## config.mk

```make
export PLATFORM = sky130hd
export DESIGN_NAME = uart_wb_rx_streamer
export DESIGN_NICKNAME = d
export VERILOG_FILES = /design/src/rtl/uart_wb_rx_streamer.sv
export SDC_FILE = /design/constraint.sdc
export NUM_CORES = 1
export LEC_CHECK = 0
export CORE_ASPECT_RATIO = 1.1
export CORE_UTILIZATION = 40
export CTS_CLUSTER_SIZE = 8
export DETAILED_ROUTE_END_ITERATION = 8
export PLACE_DENSITY = 0.81
export SYNTH_ARGS = -nofsm -noshare
export SYNTH_HDL_FRONTEND = slang
export SYNTH_SLANG_ARGS = --single-unit
```

## constraint.sdc

```tcl
create_clock -name clk -period 4.5 [get_ports clk]
set_clock_uncertainty 0.15 [all_clocks]
set_input_delay 0.675 -clock clk [delete_from_list [all_inputs] [get_ports clk]]
set_output_delay 0.675 -clock clk [all_outputs]
set_load 0.01 [all_outputs]
```

## src/rtl/uart_wb_rx_streamer.sv

```systemverilog
// Wishbone master that programs a 16550 UART, then polls LSR and streams each
// received byte (with its LSR error flags) out on a valid/ready interface.
module uart_wb_rx_streamer #(
  parameter logic [15:0] DIVISOR  = 16'd2,
  parameter logic [7:0]  LCR_VAL  = 8'h1B,
  parameter int          POLL_GAP = 4
) (
  input  logic        clk,
  input  logic        wb_rst_i,
  output logic [4:0]  wb_adr_o,
  output logic [31:0] wb_dat_o,
  output logic [3:0]  wb_sel_o,
  output logic        wb_we_o,
  output logic        wb_cyc_o,
  output logic        wb_stb_o,
  input  logic [31:0] wb_dat_i,
  input  logic        wb_ack_i,
  output logic [7:0]  m_data,
  output logic [3:0]  m_err,
  output logic        m_valid,
  input  logic        m_ready,
  output logic        cfg_done
);

  typedef enum logic [2:0] {
    CFG_DLAB, CFG_DL1, CFG_DL2, CFG_LCR, POLL_WAIT, POLL_LSR, READ_RBR, OUT_HOLD
  } state_t;

  // A gap of 0 behaves as 1; the counter is 8 bits so the gap saturates at 255.
  localparam int         GAP_EFF  = (POLL_GAP < 1) ? 1 : ((POLL_GAP > 255) ? 255 : POLL_GAP);
  localparam logic [7:0] GAP_LAST = 8'(GAP_EFF - 1);

  state_t      state;
  logic [7:0]  gap_cnt;
  logic [4:0]  nxt_adr;
  logic [31:0] nxt_dat;
  logic [3:0]  nxt_sel;
  logic        nxt_we;
  logic        unused_dat;

  assign unused_dat = ^{wb_dat_i[31:16], wb_dat_i[15:13]};

  // Bus request the current state would launch.
  always_comb begin
    // NOTE: every output gets a default first so no path through the case leaves it unassigned (no latch).
    nxt_adr = '0;
    nxt_dat = '0;
    nxt_sel = '0;
    nxt_we  = 1'b0;
    case (state)
      CFG_DLAB: begin
        nxt_adr = 5'd3;
        nxt_sel = 4'b1000;
        nxt_dat = {1'b1, LCR_VAL[6:0], 24'h0};
        nxt_we  = 1'b1;
      end
      CFG_DL1: begin
        nxt_adr = 5'd0;
        nxt_sel = 4'b0001;
        nxt_dat = {24'h0, DIVISOR[7:0]};
        nxt_we  = 1'b1;
      end
      CFG_DL2: begin
        nxt_adr = 5'd1;
        nxt_sel = 4'b0010;
        nxt_dat = {16'h0, DIVISOR[15:8], 8'h0};
        nxt_we  = 1'b1;
      end
      CFG_LCR: begin
        nxt_adr = 5'd3;
        nxt_sel = 4'b1000;
        nxt_dat = {1'b0, LCR_VAL[6:0], 24'h0};
        nxt_we  = 1'b1;
      end
      POLL_LSR: begin
        nxt_adr = 5'd5;
        nxt_sel = 4'b0010;
      end
      READ_RBR: begin
        nxt_adr = 5'd0;
        nxt_sel = 4'b0001;
      end
      default: ;
    endcase
  end

  always_ff @(posedge clk or posedge wb_rst_i) begin
    if (wb_rst_i) begin
      state    <= CFG_DLAB;
      gap_cnt  <= '0;
      wb_adr_o <= '0;
      wb_dat_o <= '0;
      wb_sel_o <= '0;
      wb_we_o  <= 1'b0;
      wb_cyc_o <= 1'b0;
      wb_stb_o <= 1'b0;
      m_data   <= '0;
      m_err    <= '0;
      m_valid  <= 1'b0;
      cfg_done <= 1'b0;
    end else begin
      // NOTE: state registers use non-blocking assignments so every branch sees pre-edge values.
      case (state)
        POLL_WAIT: begin
          if (gap_cnt == GAP_LAST) begin
            gap_cnt <= '0;
            state   <= POLL_LSR;
          end else begin
            gap_cnt <= gap_cnt + 8'd1;
          end
        end
        OUT_HOLD: begin
          if (m_ready) begin
            m_valid <= 1'b0;
            state   <= POLL_LSR;
          end
        end
        default: begin
          // Launch when idle; the cycle after an ack is always idle, separating transfers.
          if (!wb_cyc_o) begin
            wb_cyc_o <= 1'b1;
            wb_stb_o <= 1'b1;
            wb_we_o  <= nxt_we;
            wb_adr_o <= nxt_adr;
            wb_dat_o <= nxt_dat;
            wb_sel_o <= nxt_sel;
          end else if (wb_ack_i) begin
            wb_cyc_o <= 1'b0;
            wb_stb_o <= 1'b0;
            case (state)
              CFG_DLAB: state <= CFG_DL1;
              CFG_DL1:  state <= CFG_DL2;
              CFG_DL2:  state <= CFG_LCR;
              CFG_LCR: begin
                cfg_done <= 1'b1;
                state    <= POLL_WAIT;
              end
              POLL_LSR: begin
                if (wb_dat_i[8]) begin
                  m_err <= wb_dat_i[12:9];
                  state <= READ_RBR;
                end else begin
                  state <= POLL_WAIT;
                end
              end
              READ_RBR: begin
                m_data  <= wb_dat_i[7:0];
                m_valid <= 1'b1;
                state   <= OUT_HOLD;
              end
              default: state <= CFG_DLAB;
            endcase
          end
        end
      endcase
    end
  end

endmodule

```

==> key figures <==
Run status
  – Status: finished clean

Setup path
  – Setup CP Type: flop to output port
  – Worst r2r dst: m_err[1]
  – Worst setup startpoint: wb_cyc_o
  – Crit path buf inv count: 1
  – Endpoint type of the worst setup path: output port
  – Worst path top cell family by delay: flip-flops
  – Crit path required time: 3670 ps
  – WP depth: 1
  – Worst reg2reg path depth: 3
  – Crit path capture: wb_cyc_o
  – Data arrival time of the worst path: 1700 ps
  – Worst Path Max Fanout: 23
  – Worst path cell trace: clkdlybuf4s50_1
  – Max stage delay on crit path: 760 ps
  – Slowest stage cell, crit path: dfrtp_1
  – Reg-to-reg critical path startpoint: state[2]
  – Reg-to-reg slack, setup: 2500 ps
  – Critical Path Start Type: flop

STA
  – Setup Viol. Count Final: 0
  – Slew HR: 0.566
  – Setup TNS: 0 ps
  – Fin. max-slew vios: 0
  – Final Hold Fails: 0
  – Worst-margin pin slew: 651 ps
  – Final setup margin: 1970 ps
  – RSZ-0062 raised after global routing: no
  – Min cycle time layout: 2530 ps
  – Period Utilization, post-route: 0.562
  – Fmax: 0.396 GHz

Pwr
  – Leak Pwr: 0.998 nW
  – Worst vdd ir: 0.356 mV
  – Pwr dens: 662 nW/µm²

Detailed routing
  – Via count: 1253
  – Antenna Violating Nets Remaining: 0
  – WL per Instance: 11.5 µm
  – Initial detailed-routing violation count: 16
  – WL final: 3.05 mm
  – Drt first pass iters: 4
  – Vias per cell: 4.71
  – Drt drc: 0

Clock network
  – Worst-Skew Late Latency: 280 ps
  – Post-CTS Resized: 0
  – # Post-CTS Setup Buffers: 0
  – Num CTS Buffers: 5
  – Clock root buffer master: clkbuf_8
  – Clk pin slew, worst setup/hold paths: 70 ps
  – H-tree Lvls: 2
  – CTS hold repair buffers: 0
  – TritonCTS clock tree: yes
  – CTS max path bufs: 2
  – Clock sink count: 35

Min path
  – Hold Path Class: flop to flop

Floorplanning
  – Die width: 66.5 µm
  – Core area: 4350 µm²
  – Die height: 72.9 µm
  – Initial Util: 0.421
  – # rows: 25
  – Die area: 4850 µm²
  – I/O pins: 94

Logic synthesis
  – Register area share after synthesis: 0.479
  – Top post-synthesis cells by count: dfrtp_1 (35), buf_4 (34), mux2_2 (14), inv_1 (7), o21ai_0 (7)
  – Number of flops mapped to enable cells by yosys: 0
  – Yosys warns: 0
  – Top-count cell post-synth: dfrtp_1
  – Synth Register Bits: 35
  – Distinct cells, synth: 42
  – Synth area leaders: dfrtp_1 (48%), buf_4 (14%), mux2_2 (8.6%)
  – Synth area leader: dfrtp_1
  – Async set-reset flop share out of synthesis: 1.00
  – Synth top area share: 0.479
  – Most common flop cell mapped by yosys: dfrtp_1
  – Mean Syn Cell Area: 10.8 µm²
  – Syn Std Cell Area: 1830 µm²
  – Mapped Cells: 170

Final layout
  – Layout Nets: 248
  – Ant. Diodes: 0
  – Syn-to-layout area delta: 24.1%
  – Fill count: 428
  – Final Util: 0.522
  – Post-route insts no fill: 266
  – Layout cell share with drive strength beyond 1: 0.132

Global route
  – First-pass GRT wire length: 4.89 mm
  – All-Layer GR Usage: 0.134
  – GRT overflow: 0
  – Largest net degree at the start of global routing: 36
  – Vias in the first global route: 1113
  – Initial antenna violation count: 0

Placed design
  – Port Buffers: 45
  – Pre-CTS setup slack: 2040 ps
  – GP Congestion: 0.755
  – Placed cells: 258
  – Hpwl dp: 2.17 mm

Flow run
  – Max Cap Viol: 0
routing by layer:
metal | GRT usage | share of wire | wire, µm
met2 | 0.218 | 0.48 | 1470
met1 | 0.167 | 0.45 | 1370
met5 | 0 | 0 | 0
met4 | 0.0355 | 0.011 | 35
met3 | 0.0484 | 0.059 | 181
kinds of logic (layout without fill, tap and decap cells):
family          after synthesis  after routing  synth area share
fa+ha+maj                     1              1           0.00684
xor+xnor                      6              6            0.0287
buf+inv                      47             61             0.170
other cells                   1             29           0.00205
compound gates               29             29             0.108
flops                        35             35             0.479
simple gates                 37             37             0.120
mux                          14             14            0.0862
per-stage QoR:
step                      instance area [µm²]  total power, mW  hold WS (ps)
after global routing                     2270             1.61           353
after CTS                                2270             1.52           333
after global placement                   2180             1.26           314
after floorplan                          1930             1.01           293
final                                    2270             1.50           325
after detailed placement                 2180             1.28           316
flip-flops by register name, summed over array words and instances, names as in the netlist:
name / flops
cfg_done: 1
gap_cnt: 8
m_data: 8
m_err: 4
m_valid: 1
state: 3
wb_adr_o: 3
wb_cyc_o: 1
wb_dat_o: 2
wb_sel_o: 2
wb_stb_o: 1
wb_we_o: 1
layout make-up:
class / count / area [µm²] / share of cell area
clock inverter: 1 / 8.76 / 0.00386
tap: 54 / 67.6 / 0.0298
sequential: 35 / 876 / 0.386
clock buffer: 7 / 86.3 / 0.0380
timing repair buffer: 46 / 458 / 0.202
inverter: 7 / 26.3 / 0.0116
multi-input combinational: 116 / 748 / 0.329
worst min-delay path by stage:
stage	startpoint	to	slack, ps	cells after the start
global placement	gap_cnt[7]	gap_cnt[7]	310	1
CTS	cfg_done	cfg_done	330	1
finish	cfg_done	cfg_done	330	1
global route	gap_cnt[7]	gap_cnt[7]	350	1
detailed placement	cfg_done	cfg_done	320	1
floorplan	gap_cnt[7]	gap_cnt[7]	290	1
layout by cell type (no fill, tap or decap), types with 2 or more instances in the layout:
| cell type | n |
|---|---|
| nor2_1 | 5 |
| o22ai_1 | 2 |
| a211oi_1 | 2 |
| a21oi_1 | 4 |
| nand3_1 | 4 |
| inv_1 | 7 |
| nor3_1 | 3 |
| mux2_2 | 14 |
| clkdlybuf4s50_1 | 45 |
| clkbuf_8 | 6 |
| dfrtp_1 | 35 |
| o22a_1 | 2 |
| nand4_1 | 5 |
| xor2_1 | 4 |
| xnor2_1 | 2 |
| o21ai_0 | 7 |
| nand2_1 | 6 |
| nand2b_1 | 4 |
| a21boi_0 | 2 |
| conb_1 | 29 |
report_power, final:
part / switching, mW / internal (mW)
combinational: 0.266 / 0.399
sequential: 0.153 / 0.452
clock: 0.108 / 0.125
total: 0.527 / 0.976
Power figures use the tool's default switching activity.
